## config.mk

```make
export PLATFORM = sky130hd
export DESIGN_NAME = csa_accum_seq
export DESIGN_NICKNAME = d
export VERILOG_FILES = /design/src/rtl/csa_accum_seq.sv
export SDC_FILE = /design/constraint.sdc
export NUM_CORES = 1
export LEC_CHECK = 0
export CAP_MARGIN = 30
export CELL_PAD_IN_SITES_DETAIL_PLACEMENT = 1
export CELL_PAD_IN_SITES_GLOBAL_PLACEMENT = 1
export CORE_ASPECT_RATIO = 2
export CORE_UTILIZATION = 38
export DETAILED_ROUTE_END_ITERATION = 8
export PLACE_DENSITY = 0.76
export SLEW_MARGIN = 20
export SYNTH_ARGS = -nofsm -noshare
export SYNTH_HDL_FRONTEND = slang
export SYNTH_SLANG_ARGS = --single-unit
```

## constraint.sdc

```tcl
create_clock -name clk -period 2 [get_ports clk]
set_input_delay 0.3 -clock clk [delete_from_list [all_inputs] [get_ports clk]]
set_output_delay 0.3 -clock clk [all_outputs]
set_load 0.1 [all_outputs]
```

## src/rtl/csa_accum_seq.sv

```systemverilog
// csa_accum_seq: multi-operand accumulator built on a 3:2 carry-save step.
// A job adds num_ops unsigned operands. Sum and carry vectors are kept
// redundant while operands stream in. A single carry-propagate add in
// RESOLVE turns them into the final result, which is then held in DONE
// until the consumer takes it.
module csa_accum_seq #(
  parameter int WIDTH = 16,
  parameter int CNT_W = 4,
  localparam int RW   = WIDTH + CNT_W
) (
  input  logic             clk,
  input  logic             rst_n,
  input  logic             start,
  input  logic [CNT_W-1:0] num_ops,
  input  logic             op_valid,
  input  logic [WIDTH-1:0] op_data,
  output logic             op_ready,
  output logic             res_valid,
  output logic [RW-1:0]    res_data,
  input  logic             res_ready,
  output logic             busy
);

  typedef enum logic [1:0] {
    IDLE    = 2'd0,
    ACCUM   = 2'd1,
    RESOLVE = 2'd2,
    DONE    = 2'd3
  } state_t;

  localparam logic [CNT_W-1:0] CNT_ZERO = {CNT_W{1'b0}};
  localparam logic [CNT_W-1:0] CNT_ONE  = {{(CNT_W-1){1'b0}}, 1'b1};
  localparam logic [RW-1:0]    RW_ZERO  = {RW{1'b0}};

  // Sum bit of a 3:2 compressor: bitwise parity of the three inputs.
  function automatic logic [RW-1:0] csa_sum(input logic [RW-1:0] a,
                                            input logic [RW-1:0] b,
                                            input logic [RW-1:0] c);
    csa_sum = a ^ b ^ c;
  endfunction

  // Carry of a 3:2 compressor: bitwise majority, moved up one weight.
  // The bit shifted out of the top is dropped (arithmetic is mod 2^RW).
  function automatic logic [RW-1:0] csa_carry(input logic [RW-1:0] a,
                                              input logic [RW-1:0] b,
                                              input logic [RW-1:0] c);
    logic [RW-1:0] maj;
    maj       = (a & b) | (a & c) | (b & c);
    csa_carry = {maj[RW-2:0], 1'b0};
  endfunction

  state_t            state_r;
  logic [CNT_W-1:0]  cnt_r;
  logic [RW-1:0]     s_r;
  logic [RW-1:0]     c_r;
  logic [RW-1:0]     res_data_r;
  logic              op_ready_r;
  logic              res_valid_r;
  logic              busy_r;

  logic [RW-1:0]     x_ext_s;
  logic [RW-1:0]     sum_next_s;
  logic [RW-1:0]     carry_next_s;

  // Next carry-save pair for the operand currently on op_data.
  always_comb begin
    x_ext_s      = {{CNT_W{1'b0}}, op_data};
    sum_next_s   = csa_sum(s_r, c_r, x_ext_s);
    carry_next_s = csa_carry(s_r, c_r, x_ext_s);
  end

  // Job FSM; handshake outputs are registered together with the state.
  always_ff @(posedge clk) begin
    if (!rst_n) begin
      state_r     <= IDLE;
      cnt_r       <= CNT_ZERO;
      s_r         <= RW_ZERO;
      c_r         <= RW_ZERO;
      res_data_r  <= RW_ZERO;
      op_ready_r  <= 1'b0;
      res_valid_r <= 1'b0;
      busy_r      <= 1'b0;
    end else begin
      case (state_r)
        IDLE: begin
          if (start) begin
            busy_r <= 1'b1;
            if (num_ops != CNT_ZERO) begin
              cnt_r      <= num_ops;
              s_r        <= RW_ZERO;
              c_r        <= RW_ZERO;
              op_ready_r <= 1'b1;
              state_r    <= ACCUM;
            end else begin
              // Empty job: the result is zero and no operands are taken.
              res_data_r  <= RW_ZERO;
              res_valid_r <= 1'b1;
              state_r     <= DONE;
            end
          end else begin
            state_r <= IDLE;
          end
        end
        ACCUM: begin
          if (op_valid && op_ready_r) begin
            s_r   <= sum_next_s;
            c_r   <= carry_next_s;
            cnt_r <= cnt_r - CNT_ONE;
            if (cnt_r == CNT_ONE) begin
              op_ready_r <= 1'b0;
              state_r    <= RESOLVE;
            end else begin
              state_r <= ACCUM;
            end
          end else begin
            // Stall: producer has nothing, keep everything as is.
            state_r <= ACCUM;
          end
        end
        RESOLVE: begin
          res_data_r  <= s_r + c_r;
          res_valid_r <= 1'b1;
          state_r     <= DONE;
        end
        DONE: begin
          if (res_ready) begin
            res_valid_r <= 1'b0;
            busy_r      <= 1'b0;
            state_r     <= IDLE;
          end else begin
            state_r <= DONE;
          end
        end
        default: begin
          state_r     <= IDLE;
          op_ready_r  <= 1'b0;
          res_valid_r <= 1'b0;
          busy_r      <= 1'b0;
        end
      endcase
    end
  end

  assign op_ready  = op_ready_r;
  assign res_valid = res_valid_r;
  assign res_data  = res_data_r;
  assign busy      = busy_r;

endmodule

```

==> qor.txt <==
Fin worst setup slack: -0.0186 ns
Number of nets with antenna violations after routing: 0
Critical path capture point type: flip-flop
Number of warnings reported in the yosys synthesis log: 0
Maximum buffer depth of the clock tree: 2
Wire length of the first global-routing pass: 20100 um
Worst Max-Slew Pin Slew: 0.419 ns
Cell total after placement: 681
Gp weighted congestion: 0.894
Mapped Avg Cell Area: 8.61 sq um
Total Wirelength: 12400 um
Total Power Consumption: 0.00367 W
Static leakage power: 2.22 nW
Cell-internal power: 0.00276 W
Final layout net count: 624
Std-Cell Core Area: 10100 sq um
Num rows: 52
Count of buffers inserted at the top-level ports: 47
Die width: 74.3 um
Time the worst path needs with I/O delays and setup: 2.02 ns
Router iterations before antenna repair: 4
Total congestion overflow after global routing: 0
DRC marker count from the first detailed-route iteration: 160
CP Data Arrival Time: 2.26 ns
Number of nets produced by synthesis: 523
Final clock skew: 0.00923 ns
Flop pwr share: 38.6%
Share of total power in the clock network: 49.3%
Count of final setup violators: 3
Most used cells in the layout excluding fill and tap cells: sky130_fd_sc_hd__buf_4, sky130_fd_sc_hd__nand2_1, sky130_fd_sc_hd__dfxtp_1
Layout overhead on the synthesized area: 38.1%
Crit Path Category: reg2reg
Worst slew margin relative to its limit: 71.8%
Final hold violation count: 0
Leading cell type in the layout, fill and taps excluded: sky130_fd_sc_hd__buf_4
Maximum frequency from static timing analysis: 0.495 GHz
Share of power burned in combinational logic: 12.2%
Average routed wire per standard cell: 17.6 um
Setup repair after global routing missed its margin: true
Number of antenna violations at the first check in global routing: 0
Maximum Capacitance Violations: 0
TritonCTS buffer count: 9
Unique cell type count in the Yosys netlist: 56
Proportion of total power due to net switching: 24.6%
Initial core utilization: 39.1%
Area of the mapped netlist: 3970 sq um
H-tree depth reported by CTS: 3
Number of standard cells after synthesis: 461
Top_reg_cell synth: sky130_fd_sc_hd__dfxtp_1
Async set-or-reset flop fraction in the synthesized netlist: 0%
Data required time of the critical path: 2.24 ns
Floorplan die area: 10900 sq um
HPWL Detailed: 9180 um
Worst VDD drop: 0.000545 V
Number of global-route vias before repair: 4165
Share of cells above drive strength 1: 26.6%
Die span in y: 147 um
Path class of the lowest-slack min-delay path: reg2reg
Antenna Cells: 0
Critical path fanouts, max: 3
Via total after detailed routing: 3782
Sequential area share after synthesis: 34.3%
Count of state elements after synthesis: 68
Critical path startpoint category: flip-flop
Pin count of the biggest net entering global routing: 30
DRC violation count after routing: 0
Count of non-filler cells in the finished layout: 702
Number of enable flip-flop cells after synthesis: 0
TritonCTS clock tree: done
Portion of the clock cycle consumed by the worst path in the final layout: 101%
Outcome: finished, violations left
Clock transition at the register clock pins on the worst setup and hold paths after CTS: 0.06 ns
Violations in the final reports: setup timing
Number of pins with negative max-slew slack in the final report: 0
Boundary pin count: 48
Switching power summed over all nets: 0.000902 W
GRT Total Usage: 24.5%
Clock tree root buffer cell: sky130_fd_sc_hd__clkbuf_16
Fillcell total: 1228
DR vias/cell: 5.39
Clock latency on the worst-skew pair: 0.35 ns
Power Density: 668 nW/um^2
Number of sinks on the clock net: 68
worst max-delay path, cell delays in order (launching register included):
cell                       delay [ns]
sky130_fd_sc_hd__dfxtp_2         0.33
sky130_fd_sc_hd__ha_4            0.16
sky130_fd_sc_hd__inv_2           0.05
sky130_fd_sc_hd__fa_2            0.20
sky130_fd_sc_hd__nand2b_4        0.14
sky130_fd_sc_hd__a21oi_4         0.07
sky130_fd_sc_hd__o21a_1          0.21
sky130_fd_sc_hd__a41o_1          0.20
sky130_fd_sc_hd__or3_1           0.31
sky130_fd_sc_hd__a32o_1          0.25
synth_stat cells (4+ instances only):
cell type	instances	share of area [%]
sky130_fd_sc_hd__ha_1	21	6.6
sky130_fd_sc_hd__nor2b_1	13	2.0
sky130_fd_sc_hd__dfxtp_1	68	34
sky130_fd_sc_hd__a22oi_1	6	1.1
sky130_fd_sc_hd__a21o_1	8	1.5
sky130_fd_sc_hd__o21a_1	4	0.76
sky130_fd_sc_hd__a21oi_1	22	2.8
sky130_fd_sc_hd__a21boi_0	42	7.9
sky130_fd_sc_hd__nand2_1	66	6.2
sky130_fd_sc_hd__xnor2_1	9	2.0
sky130_fd_sc_hd__nor3_1	6	0.76
sky130_fd_sc_hd__buf_2	12	1.5
sky130_fd_sc_hd__nor2_1	14	1.3
sky130_fd_sc_hd__clkbuf_1	12	1.1
sky130_fd_sc_hd__nand2b_1	4	0.63
sky130_fd_sc_hd__fa_1	16	8.1
sky130_fd_sc_hd__nand3_1	45	5.7
sky130_fd_sc_hd__o21ai_0	23	2.9
sky130_fd_sc_hd__inv_1	12	1.1
sky130_fd_sc_hd__and2_1	4	0.63
repair_timing:
| item | 4_1_cts | 5_1_grt |
|---|---|---|
| cloned | 0 | 0 |
| gates resized for setup | 20 | 20 |
| buffers inserted | 3 | 2 |
| hold buffers | 0 | 0 |
| endpoints found under the hold margin | 0 | 0 |
| setup endpoints to repair | 6 | 9 |
| pin swaps | 9 | 6 |
logic make-up after synthesis:
group | after synthesis | share of synthesized area (%)
AOI/OAI and AO/OA | 134 | 23.0
xor gates and xnor gates | 11 | 2.43
adders and majority gates | 37 | 14.7
buffers and inverters | 41 | 4.91
DFF | 68 | 34.3
muxes | 1 | 0.252
and+or+nand+nor | 169 | 20.4
final cells by class:
class	instances	area (sq um)	share of cell area, %
Inverter	12	45.0	0.821
Tap cell	135	169	3.08
Sequential cell	68	1370	25.0
Clock inverter	4	70.1	1.28
Clock buffer	12	267	4.86
Timing Repair Buffer	119	966	17.6
Multi-Input combinational cell	352	2600	47.4
flip-flops by register name, summed over array words and instances (netlist names):
name       count
state_r        2
res_valid      1
c_r           19
res_data      20
op_ready       1
busy           1
cnt_r          4
s_r           20
power by group through the flow:
stage	combinational [W]	clock, W	sequential, W
floorplan	0.000217	0	0.00147
global placement	0.000423	0	0.00144
detailed placement	0.000440	0	0.00144
CTS	0.000447	0.00182	0.00141
global route	0.000486	0.00189	0.00142
finish	0.000445	0.00181	0.00141
layer usage:
layer	vias to the layer above	global-route usage [%]	wire, um
li1	1826	-	-
met1	1872	24.1	4470
met2	61	46.3	7340
met3	23	4.97	272
met4	0	11.6	282
met5	-	0	0
path summary, 6_finish.rpt:
kind | depth (start not counted) | to | from | slack, ns
worst max-delay path | 9 | res_data[17]$_SDFFE_PN0P_ | c_r[1]$_SDFFE_PN0P_ | -0.02
worst min-delay path | 2 | res_data[8]$_SDFFE_PN0P_ | res_data[8]$_SDFFE_PN0P_ | 0.45
worst max register to register | 9 | res_data[17]$_SDFFE_PN0P_ | c_r[1]$_SDFFE_PN0P_ | -0.02
worst min register to register | 2 | res_data[8]$_SDFFE_PN0P_ | res_data[8]$_SDFFE_PN0P_ | 0.45
through the flow:
step,hold slack (ns),area [sq um],utilization (%),TNS [ns],setup WS [ns]
2_1_floorplan,0.445,3990,-,-0.0193,-0.0193
3_3_place_gp,0.440,4950,48.8,-0.582,-0.0751
3_5_place_dp,0.449,4950,48.8,-1.75,-0.131
4_1_cts,0.457,5390,53.1,-0.00447,-0.00396
5_1_grt,0.476,5490,54.0,-0.442,-0.0879
6_report,0.453,5490,54.0,-0.0403,-0.0186
Power figures use the tool's default switching activity.
